## src/rtl/adc_capture_pkg.sv

```systemverilog
// Shared types for the oscilloscope capture sequencer: FSM state encoding,
// the datapath config bundle and a small state classification helper.
package adc_capture_pkg;

  typedef enum logic [2:0] {
    IDLE      = 3'd0,
    PRE       = 3'd1,
    WAIT_TRIG = 3'd2,
    POST      = 3'd3,
    DONE      = 3'd4
  } capture_state_e;

  typedef struct packed {
    logic       couple;
    logic [3:0] scale;
    logic [9:0] offset;
  } cfg_t;

  function automatic logic is_busy(input capture_state_e s);
    return (s == PRE) || (s == WAIT_TRIG) || (s == POST);
  endfunction

endpackage

```

## src/rtl/adc_trig_detect.sv

```systemverilog
// Level/edge trigger detector on the scaled sample stream. Keeps the previous
// sample and a pending force request; hit is combinational with sample_valid.
module adc_trig_detect #(
  parameter int DATA_W = 32
) (
  input  logic              clk,
  input  logic              rst_n,
  input  logic              clear,
  input  logic              track,
  input  logic              eval,
  input  logic              sample_valid,
  input  logic [DATA_W-1:0] sample_data,
  input  logic [DATA_W-1:0] trig_level,
  input  logic              trig_falling,
  input  logic              force_trig,
  output logic              hit
);

  logic signed [DATA_W-1:0] prev_q;
  logic signed [DATA_W-1:0] samp;
  logic signed [DATA_W-1:0] lvl;
  logic                     prev_vld_q;
  logic                     force_pend_q;
  logic                     edge_hit;

  assign samp = sample_data;
  assign lvl  = trig_level;

  // A crossing needs a valid previous sample from the current frame.
  always_comb begin
    edge_hit = 1'b0;
    if (prev_vld_q) begin
      if (trig_falling) edge_hit = (prev_q > lvl) && (samp <= lvl);
      else              edge_hit = (prev_q < lvl) && (samp >= lvl);
    end
  end

  assign hit = eval && sample_valid && (edge_hit || force_trig || force_pend_q);

  always_ff @(posedge clk) begin
    if (!rst_n || clear) begin
      prev_q       <= '0;
      prev_vld_q   <= 1'b0;
      force_pend_q <= 1'b0;
    end else begin
      if (track && sample_valid) begin
        prev_q     <= samp;
        prev_vld_q <= 1'b1;
      end
      // A force without a sample waits for the next valid sample.
      if (hit)                    force_pend_q <= 1'b0;
      else if (eval && force_trig) force_pend_q <= 1'b1;
    end
  end

endmodule

```

## src/rtl/adc_capture_ctrl.sv

```systemverilog
// Trigger/capture sequencer for one scope channel: shadows datapath config per
// frame and writes a circular pre/post-trigger frame into the sample buffer.
module adc_capture_ctrl
  import adc_capture_pkg::*;
#(
  parameter int DATA_W = 32,
  parameter int ADDR_W = 10
) (
  input  logic              clk,
  input  logic              rst_n,
  input  logic              arm,
  input  logic              abort,
  input  logic              force_trig,
  input  logic              cfg_couple,
  input  logic [3:0]        cfg_scale,
  input  logic [9:0]        cfg_offset,
  input  logic [DATA_W-1:0] trig_level,
  input  logic              trig_falling,
  input  logic [ADDR_W-1:0] pretrig_len,
  input  logic              sample_valid,
  input  logic [DATA_W-1:0] sample_data,
  output logic              couple_out,
  output logic [3:0]        scale_out,
  output logic [9:0]        offset_out,
  output logic              wr_en,
  output logic [ADDR_W-1:0] wr_addr,
  output logic [DATA_W-1:0] wr_data,
  output logic [ADDR_W-1:0] trig_addr,
  output logic [ADDR_W-1:0] start_addr,
  output logic              busy,
  output logic              done,
  output logic [2:0]        state
);

  capture_state_e    state_q;
  cfg_t              cfg_q;
  cfg_t              cfg_in;
  logic [ADDR_W-1:0] pre_q;
  logic [ADDR_W-1:0] pre_eff;
  logic [ADDR_W-1:0] cnt_q;
  logic [ADDR_W-1:0] ptr_q;
  logic              wr_en_q;
  logic [ADDR_W-1:0] wr_addr_q;
  logic [DATA_W-1:0] wr_data_q;
  logic [ADDR_W-1:0] trig_addr_q;
  logic [ADDR_W-1:0] start_addr_q;
  logic              busy_q;
  logic              done_q;
  logic              accept;
  logic              arm_ok;
  logic              trig_hit;

  assign cfg_in  = {cfg_couple, cfg_scale, cfg_offset};
  // pretrig_len is ADDR_W wide, so it can never exceed DEPTH-1.
  assign pre_eff = pretrig_len;
  // Samples arriving with abort are dropped; only the already registered write lands.
  assign accept  = is_busy(state_q) && sample_valid && !abort;
  assign arm_ok  = arm && !abort && ((state_q == IDLE) || (state_q == DONE));

  adc_trig_detect #(.DATA_W(DATA_W)) u_trig (
    .clk          (clk),
    .rst_n        (rst_n),
    .clear        (arm_ok),
    .track        (accept),
    .eval         (state_q == WAIT_TRIG && !abort),
    .sample_valid (sample_valid),
    .sample_data  (sample_data),
    .trig_level   (trig_level),
    .trig_falling (trig_falling),
    .force_trig   (force_trig),
    .hit          (trig_hit)
  );

  always_ff @(posedge clk) begin
    if (!rst_n) begin
      state_q      <= IDLE;
      cfg_q        <= '0;
      pre_q        <= '0;
      cnt_q        <= '0;
      ptr_q        <= '0;
      wr_en_q      <= 1'b0;
      wr_addr_q    <= '0;
      wr_data_q    <= '0;
      trig_addr_q  <= '0;
      start_addr_q <= '0;
      busy_q       <= 1'b0;
      done_q       <= 1'b0;
    end else begin
      wr_en_q <= accept;
      if (accept) begin
        wr_addr_q <= ptr_q;
        wr_data_q <= sample_data;
        ptr_q     <= ptr_q + 1'b1;
      end
      if (abort && busy_q) begin
        state_q <= IDLE;
        busy_q  <= 1'b0;
        done_q  <= 1'b0;
      end else begin
        case (state_q)
          IDLE, DONE: begin
            if (arm_ok) begin
              cfg_q   <= cfg_in;
              pre_q   <= pre_eff;
              cnt_q   <= pre_eff;
              ptr_q   <= '0;
              busy_q  <= 1'b1;
              done_q  <= 1'b0;
              state_q <= (pre_eff != '0) ? PRE : WAIT_TRIG;
            end
          end
          PRE: begin
            if (accept) begin
              cnt_q <= cnt_q - 1'b1;
              if (cnt_q == ADDR_W'(1)) state_q <= WAIT_TRIG;
            end
          end
          WAIT_TRIG: begin
            if (accept && trig_hit) begin
              trig_addr_q  <= ptr_q;
              start_addr_q <= ptr_q - pre_q;
              // Remaining post samples: DEPTH-1-pre_eff.
              cnt_q        <= ~pre_q;
              if (pre_q == '1) begin
                state_q <= DONE;
                busy_q  <= 1'b0;
                done_q  <= 1'b1;
              end else begin
                state_q <= POST;
              end
            end
          end
          POST: begin
            if (accept) begin
              cnt_q <= cnt_q - 1'b1;
              if (cnt_q == ADDR_W'(1)) begin
                state_q <= DONE;
                busy_q  <= 1'b0;
                done_q  <= 1'b1;
              end
            end
          end
          default: begin
            state_q <= IDLE;
            busy_q  <= 1'b0;
            done_q  <= 1'b0;
          end
        endcase
      end
    end
  end

  assign couple_out = cfg_q.couple;
  assign scale_out  = cfg_q.scale;
  assign offset_out = cfg_q.offset;
  assign wr_en      = wr_en_q;
  assign wr_addr    = wr_addr_q;
  assign wr_data    = wr_data_q;
  assign trig_addr  = trig_addr_q;
  assign start_addr = start_addr_q;
  assign busy       = busy_q;
  assign done       = done_q;
  assign state      = state_q;

endmodule

```

## config.mk

```make
export PLATFORM = sky130hd
export DESIGN_NAME = adc_capture_ctrl
export DESIGN_NICKNAME = d
export VERILOG_FILES = /design/src/rtl/adc_capture_pkg.sv /design/src/rtl/adc_trig_detect.sv /design/src/rtl/adc_capture_ctrl.sv
export SDC_FILE = /design/constraint.sdc
export NUM_CORES = 1
export LEC_CHECK = 0
export ABC_AREA = 1
export BUFFER_PORTS_ARGS = -buffer_cell sky130_fd_sc_hd__buf_2
export CORE_AREA = 2 2 132 134
export CTS_BUF_LIST = sky130_fd_sc_hd__clkbuf_2 sky130_fd_sc_hd__clkbuf_4 sky130_fd_sc_hd__clkbuf_8
export DETAILED_ROUTE_END_ITERATION = 16
export DIE_AREA = 0 0 134 136
export GPL_TIMING_DRIVEN = 0
export HOLD_SLACK_MARGIN = 0.08
export PLACE_DENSITY = 0.74
export SKIP_LAST_GASP = 1
export SYNTH_ARGS = -nofsm -noshare
export SYNTH_HDL_FRONTEND = slang
export SYNTH_SLANG_ARGS = --single-unit
```

## constraint.sdc

```tcl
create_clock -name clk -period 4.1 [get_ports clk]
set_input_delay 0.82 -clock clk [delete_from_list [all_inputs] [get_ports clk]]
set_output_delay 0.82 -clock clk [all_outputs]
set_load 0.005 [all_outputs]
```

* Word-level counts from Yosys, hierarchy flattened
Index checks and enable logic that the tools add are counted.
** Word-level totals
- Register bits :: 147
- Output and inout port bits :: 83
** Cells by class
- Equality and inequality tests :: 14
- $add $sub $neg :: 3
- Magnitude comparators :: 4
- Muxes and demuxes :: 31
- Bitwise operators :: 4
- Reductions and logical operators :: 33
** Operators with widths (count)
- $mux W10 :: 7
- $ge A32 B32 Y1 :: 1
- $gt A32 B32 Y1 :: 1
- $le A32 B32 Y1 :: 1
- $lt A32 B32 Y1 :: 1
- $pmux W10 S3 :: 1
- $mux W3 :: 7
- $logic_and A1 B1 Y1 :: 13
- $mux W1 :: 12
- $ne A2 B1 Y1 const B :: 6
- $pmux W3 S4 :: 1
- $reduce_and A6 Y1 :: 2
- $add A10 B1 Y10 const B :: 1
- $eq A10 B1 Y1 const B :: 1
- $eq A10 B10 Y1 const B :: 1
- $not A10 Y10 :: 1
- $reduce_bool A10 Y1 :: 1
- $sub A10 B1 Y10 const B :: 1
- $sub A10 B10 Y10 :: 1
- $pmux W1 S4 :: 2
- $reduce_or A2 Y1 :: 4
- $eq A3 B2 Y1 const B :: 2
- $logic_or A1 B1 Y1 :: 6
- $reduce_and A3 Y1 :: 2
- 9 further kinds :: 13

* Longest topological paths before layout
- Depth after elaboration :: 10
- Depth in mapped cells :: 26
- Gate-level depth less buffers :: 26

* Modules after synthesis
Synthesis repeated with hierarchy kept, for this count alone.
** Unflattened totals
- Cells, all modules :: 1136
- Area, all modules :: 8006.4 µm²
** Modules (own cells, without submodules)
- adc_capture_ctrl :: area each 5163.7 µm², cells an instance 724, instances 1
- adc_trig_detect :: area each 2842.7 µm², cells an instance 412, instances 1

* Least setup slack after synthesis
No wires, ideal clock.
- Kind :: in2reg
- From :: input port trig_level[31]
- To :: register cnt_q[2]
- Setup time :: 115 ps
- Buffers on the path :: 1
- Arrival time :: 2528 ps
- Slack :: 1457 ps
- Stages :: 22
- Cells stage by stage :: inv_1 -> ha_1 -> nand2_1 -> inv_1 -> nor2_1 -> o21a_1 -> nand2_1 -> a21oi_2 -> nand2_1 -> nand2_1 -> nand2_1 -> nor2_1 -> nand2_1 -> nand2_1 -> nand3_2 -> nand2_2 -> nand2_4 -> nand2_4 -> buf_8 -> nand3_1 -> nand2_1 -> nor2_1
** Between the ends
- Word-level cells in the longest chain between the ends :: 10
- Elaborated cells on any way between the ends :: 14
** Ends and longest elaborated chain
- from (decl) :: RTL line adc_capture_ctrl.sv:17 : input logic [DATA_W-1:0] trig_level,
- $lt A32 B32 Y1 (tied with other cells) :: RTL line adc_trig_detect.sv:34 : else edge_hit = (prev_q < lvl) && (samp >= lvl);
- $logic_and A1 B1 Y1, on equally long branches :: RTL line adc_trig_detect.sv:34, adc_trig_detect.sv:33
- $mux W1 * :: RTL line adc_trig_detect.sv:33 : if (trig_falling) edge_hit = (prev_q > lvl) && (samp <= lvl);
- $mux W1 * :: RTL line adc_trig_detect.sv:32 : if (prev_vld_q) begin
- $logic_or A1 B1 Y1 * (2 in a row) :: RTL line adc_trig_detect.sv:38 : assign hit = eval && sample_valid && (edge_hit || force_trig || force_pend_q);
- $logic_and A1 B1 Y1 * :: RTL line adc_trig_detect.sv:38
- $logic_and A1 B1 Y1 * :: RTL line adc_capture_ctrl.sv:119 : if (accept && trig_hit) begin
- $ne A2 B1 Y1 (no source line) *
- $reduce_and A5 Y1 (no source line) *
- to (signal assigned) :: RTL line adc_capture_ctrl.sv:114 : cnt_q <= cnt_q - 1'b1;
- to (signal assigned) :: RTL line adc_capture_ctrl.sv:123 : cnt_q <= ~pre_q;
- to (signal assigned) :: RTL line adc_capture_ctrl.sv:135 : cnt_q <= cnt_q - 1'b1;
- to (decl) :: RTL line adc_capture_ctrl.sv:40 : logic [ADDR_W-1:0] cnt_q;
Every way passes the cells marked *; elsewhere a longest branch is shown, timed or not.
A chain may end at the register's enable or synchronous reset.

* Worst setup path after layout
- From :: input port trig_level[31]
- To :: register cnt_q[3]
Same word-level chain as after synthesis.

==> impl_metrics.toml <==
[sta]
max_freq_mhz = 375
finClkSkew_ns = 0.0125
hold_viol_final = 0
setup_violations = 0
rsz0062_at_grt = "no"
slew_violations = 0
slew_headroom = 0.640
period_share = 0.651
tns_ns = 0
min_period_ns = 2.67
worst_hold_slack_ns = 0.461
worst_pin_slew_ns = 0.540

[clock_tree]
clkTransAtPathRegs_ns = 0.09
hold_buffers = 0
clock_latency_ns = 0.46
htree_levels = 4
cts_tree = "built"
cts_root_buffer = "clkbuf_8"
cts_buffers = 17
cts_setup_buffers = 0
cts_resized = 0
clkSinkCount = 147
clk_path_buf_depth = 2

[routing]
ant_nets = 0
wl_per_cell_microns = 14.1
viasPerCell = 5.04
drt_first_pass_iters = 5
vias = 7344
drc = 0
routed_wirelength_microns = 20500
first_iter_violations = 423

[global_route]
antenna_found_initial = 0
track_usage = 0.227
grt_pass1_wl_microns = 33100
overflow = 0
grt_max_degree = 17
grt_pass1_vias = 6810

[synth]
yosysSeqAreaShare = 0.387
synth_warnings = 0
yosys.area_share.simple = 0.219
synth.area.mux_share = 0
syn_nets = 1195
ys.flop_type = "dfxtp_1"
synth_area_sq_um = 7600
synthAdderAreaFrac = 0.128
synthCells = 1022
syn_avg_cell_area_sq_um = 7.44
synthArstFlopShare = 0
synth_compound_area_frac = 0.168
ys_types = 45
synth_top_family_by_area = "simple AND/OR/NAND/NOR gates"
synth-edff-count = 0
synthXorXnorAreaFrac = 0.0196
synth_seq_cells = 147

[hold_path]
hp-start = "wr_data[23]$_SDFFE_PN0P_"
holdCritPathClass = "flip-flop to flip-flop"

[critical_path]
cp.required_ns = 4.48
cp-startpoint = "trig_level[31]"
crit_path_end_kind = "flip-flop"
crit_path_end = "cnt_q[3]$_SDFFE_PN0P_"
r2r_slack_ns = 1.56
cp_max_fo = 10
worst_setup_path_start_kind = "input port"
r2r-end = "start_addr[9]$_SDFFE_PN0P_"
reg2reg_from = "pre_q[2]$_SDFFE_PN0P_"
cp.arrival_ns = 3.05
reg2regPathDepth = 14
path_class = "input port to flip-flop"

[layout]
drive_above_1_share = 0.206
final_cell_mix = "221 x nand2_1, 193 x buf_2, 147 x a21oi_1, 147 x dfxtp_1, 114 x nor2_1"
fin_nets = 1391
final_common_cell = "nand2_1"
fin_util = 0.545
antenna_cells = 0
post-route-cell-area_sq_um = 9190
area_growth_pct = 20.9

[pwr]
power_w = 0.00452
power.leakage_nw = 4.47
peakVddDrop_v = 0.000292
power_density_nw_per_um2 = 492

[place]
place_area_sq_um = 8770
place.port_buffers = 177
dpl.hpwl_microns = 15800
gp_congestion = 0.890

[floorplanning]
dieWidth_microns = 134
die-area_sq_um = 18200
rows = 48
core_sq_um = 16900
boundaryPins = 179
die_h_microns = 136
initial_core_util = 0.451

[flow_run]
drv_cap = 0

[outcome]
status = "finished, final reports clean"
==> power by group <==
group	internal [W]	switching, W
clock	0.000625	0.000601
sequential	0.00161	0.000137
combinational	0.000571	0.000984
total	0.00280	0.00172
==> cell usage after synthesis (5+ instances only) <==
cell	number	area share
nand2_1	221	0.11
a21oi_1	147	0.097
dfxtp_1	147	0.39
nor2_1	114	0.056
inv_1	105	0.052
ha_1	76	0.13
o21ai_0	60	0.039
nand3_1	22	0.014
buf_2	16	0.011
clkbuf_1	16	0.0079
xor2_1	13	0.015
nand4_1	10	0.0082
nor3_1	7	0.0046
nand3_2	6	0.0079
o21ai_1	5	0.0033
==> critical path: stages <==
cell and delay [ns]:
buf_2 0.09, inv_1 0.06, ha_1 0.34, nand2_1 0.08, inv_1 0.04, nor2_1 0.10, o21a_1 0.13, nand2_1 0.06
a21oi_2 0.15, nand2_1 0.08, nand2_1 0.06, nand2_1 0.06, nor2_1 0.08, nand2_1 0.06, nand2_1 0.06, nand3_2 0.09
nand2_2 0.09, nand2_4 0.09, nand2_4 0.12, buf_8 0.14, nand3_1 0.08, a21oi_1 0.17
==> final cells by class <==
cell class	instances	area, sq um
buffer	37	181
clock buffer	18	248
clock inverter	14	175
fill	1637	7680
inverter	109	412
multi-input combinational	729	4070
sequential	147	2940
tap	225	282
timing repair buffer	177	886
==> sequential cells by signal (all words and copies together) (netlist names) <==
name                 count
u_trig.prev_q           32
scale_out                4
state                    3
wr_addr                 10
wr_data                 32
wr_en                    1
offset_out              10
couple_out               1
start_addr              10
trig_addr               10
u_trig.prev_vld_q        1
cnt_q                   10
done                     1
ptr_q                   10
pre_q                   10
busy                     1
u_trig.force_pend_q      1
==> kinds of logic after synthesis <==
logic type	count (synthesis)
buf+inv	146
fa+ha+maj	77
flops	147
simple gates	397
xor+xnor	17
compound gates	238
==> how the worst min path moves through the flow <==
stage	cells after the start	end
after floorplan	2	u_trig.prev_q[0]$_SDFFE_PP0P_
after global placement	2	wr_data[28]$_SDFFE_PN0P_
after detailed placement	2	wr_data[4]$_SDFFE_PN0P_
after CTS	2	wr_data[17]$_SDFFE_PN0P_
after global routing	2	wr_data[6]$_SDFFE_PN0P_
final	2	wr_data[23]$_SDFFE_PN0P_
==> per-stage QoR <==
step                      cells  setup WS (ns)
final                      1456           1.43
after global routing       1456           1.19
after CTS                  1456           1.46
after detailed placement   1424          0.977
after global placement     1424           1.04
after floorplan            1022           1.46
==> metal layers <==
layer,part of all wire,track usage,vias up
met5,0,0,-
met4,0.017,0.0709,0
met3,0.045,0.0343,27
met2,0.47,0.381,199
met1,0.47,0.302,3356
li1,-,-,3762
No activity file was read; power rests on OpenSTA's default activity.
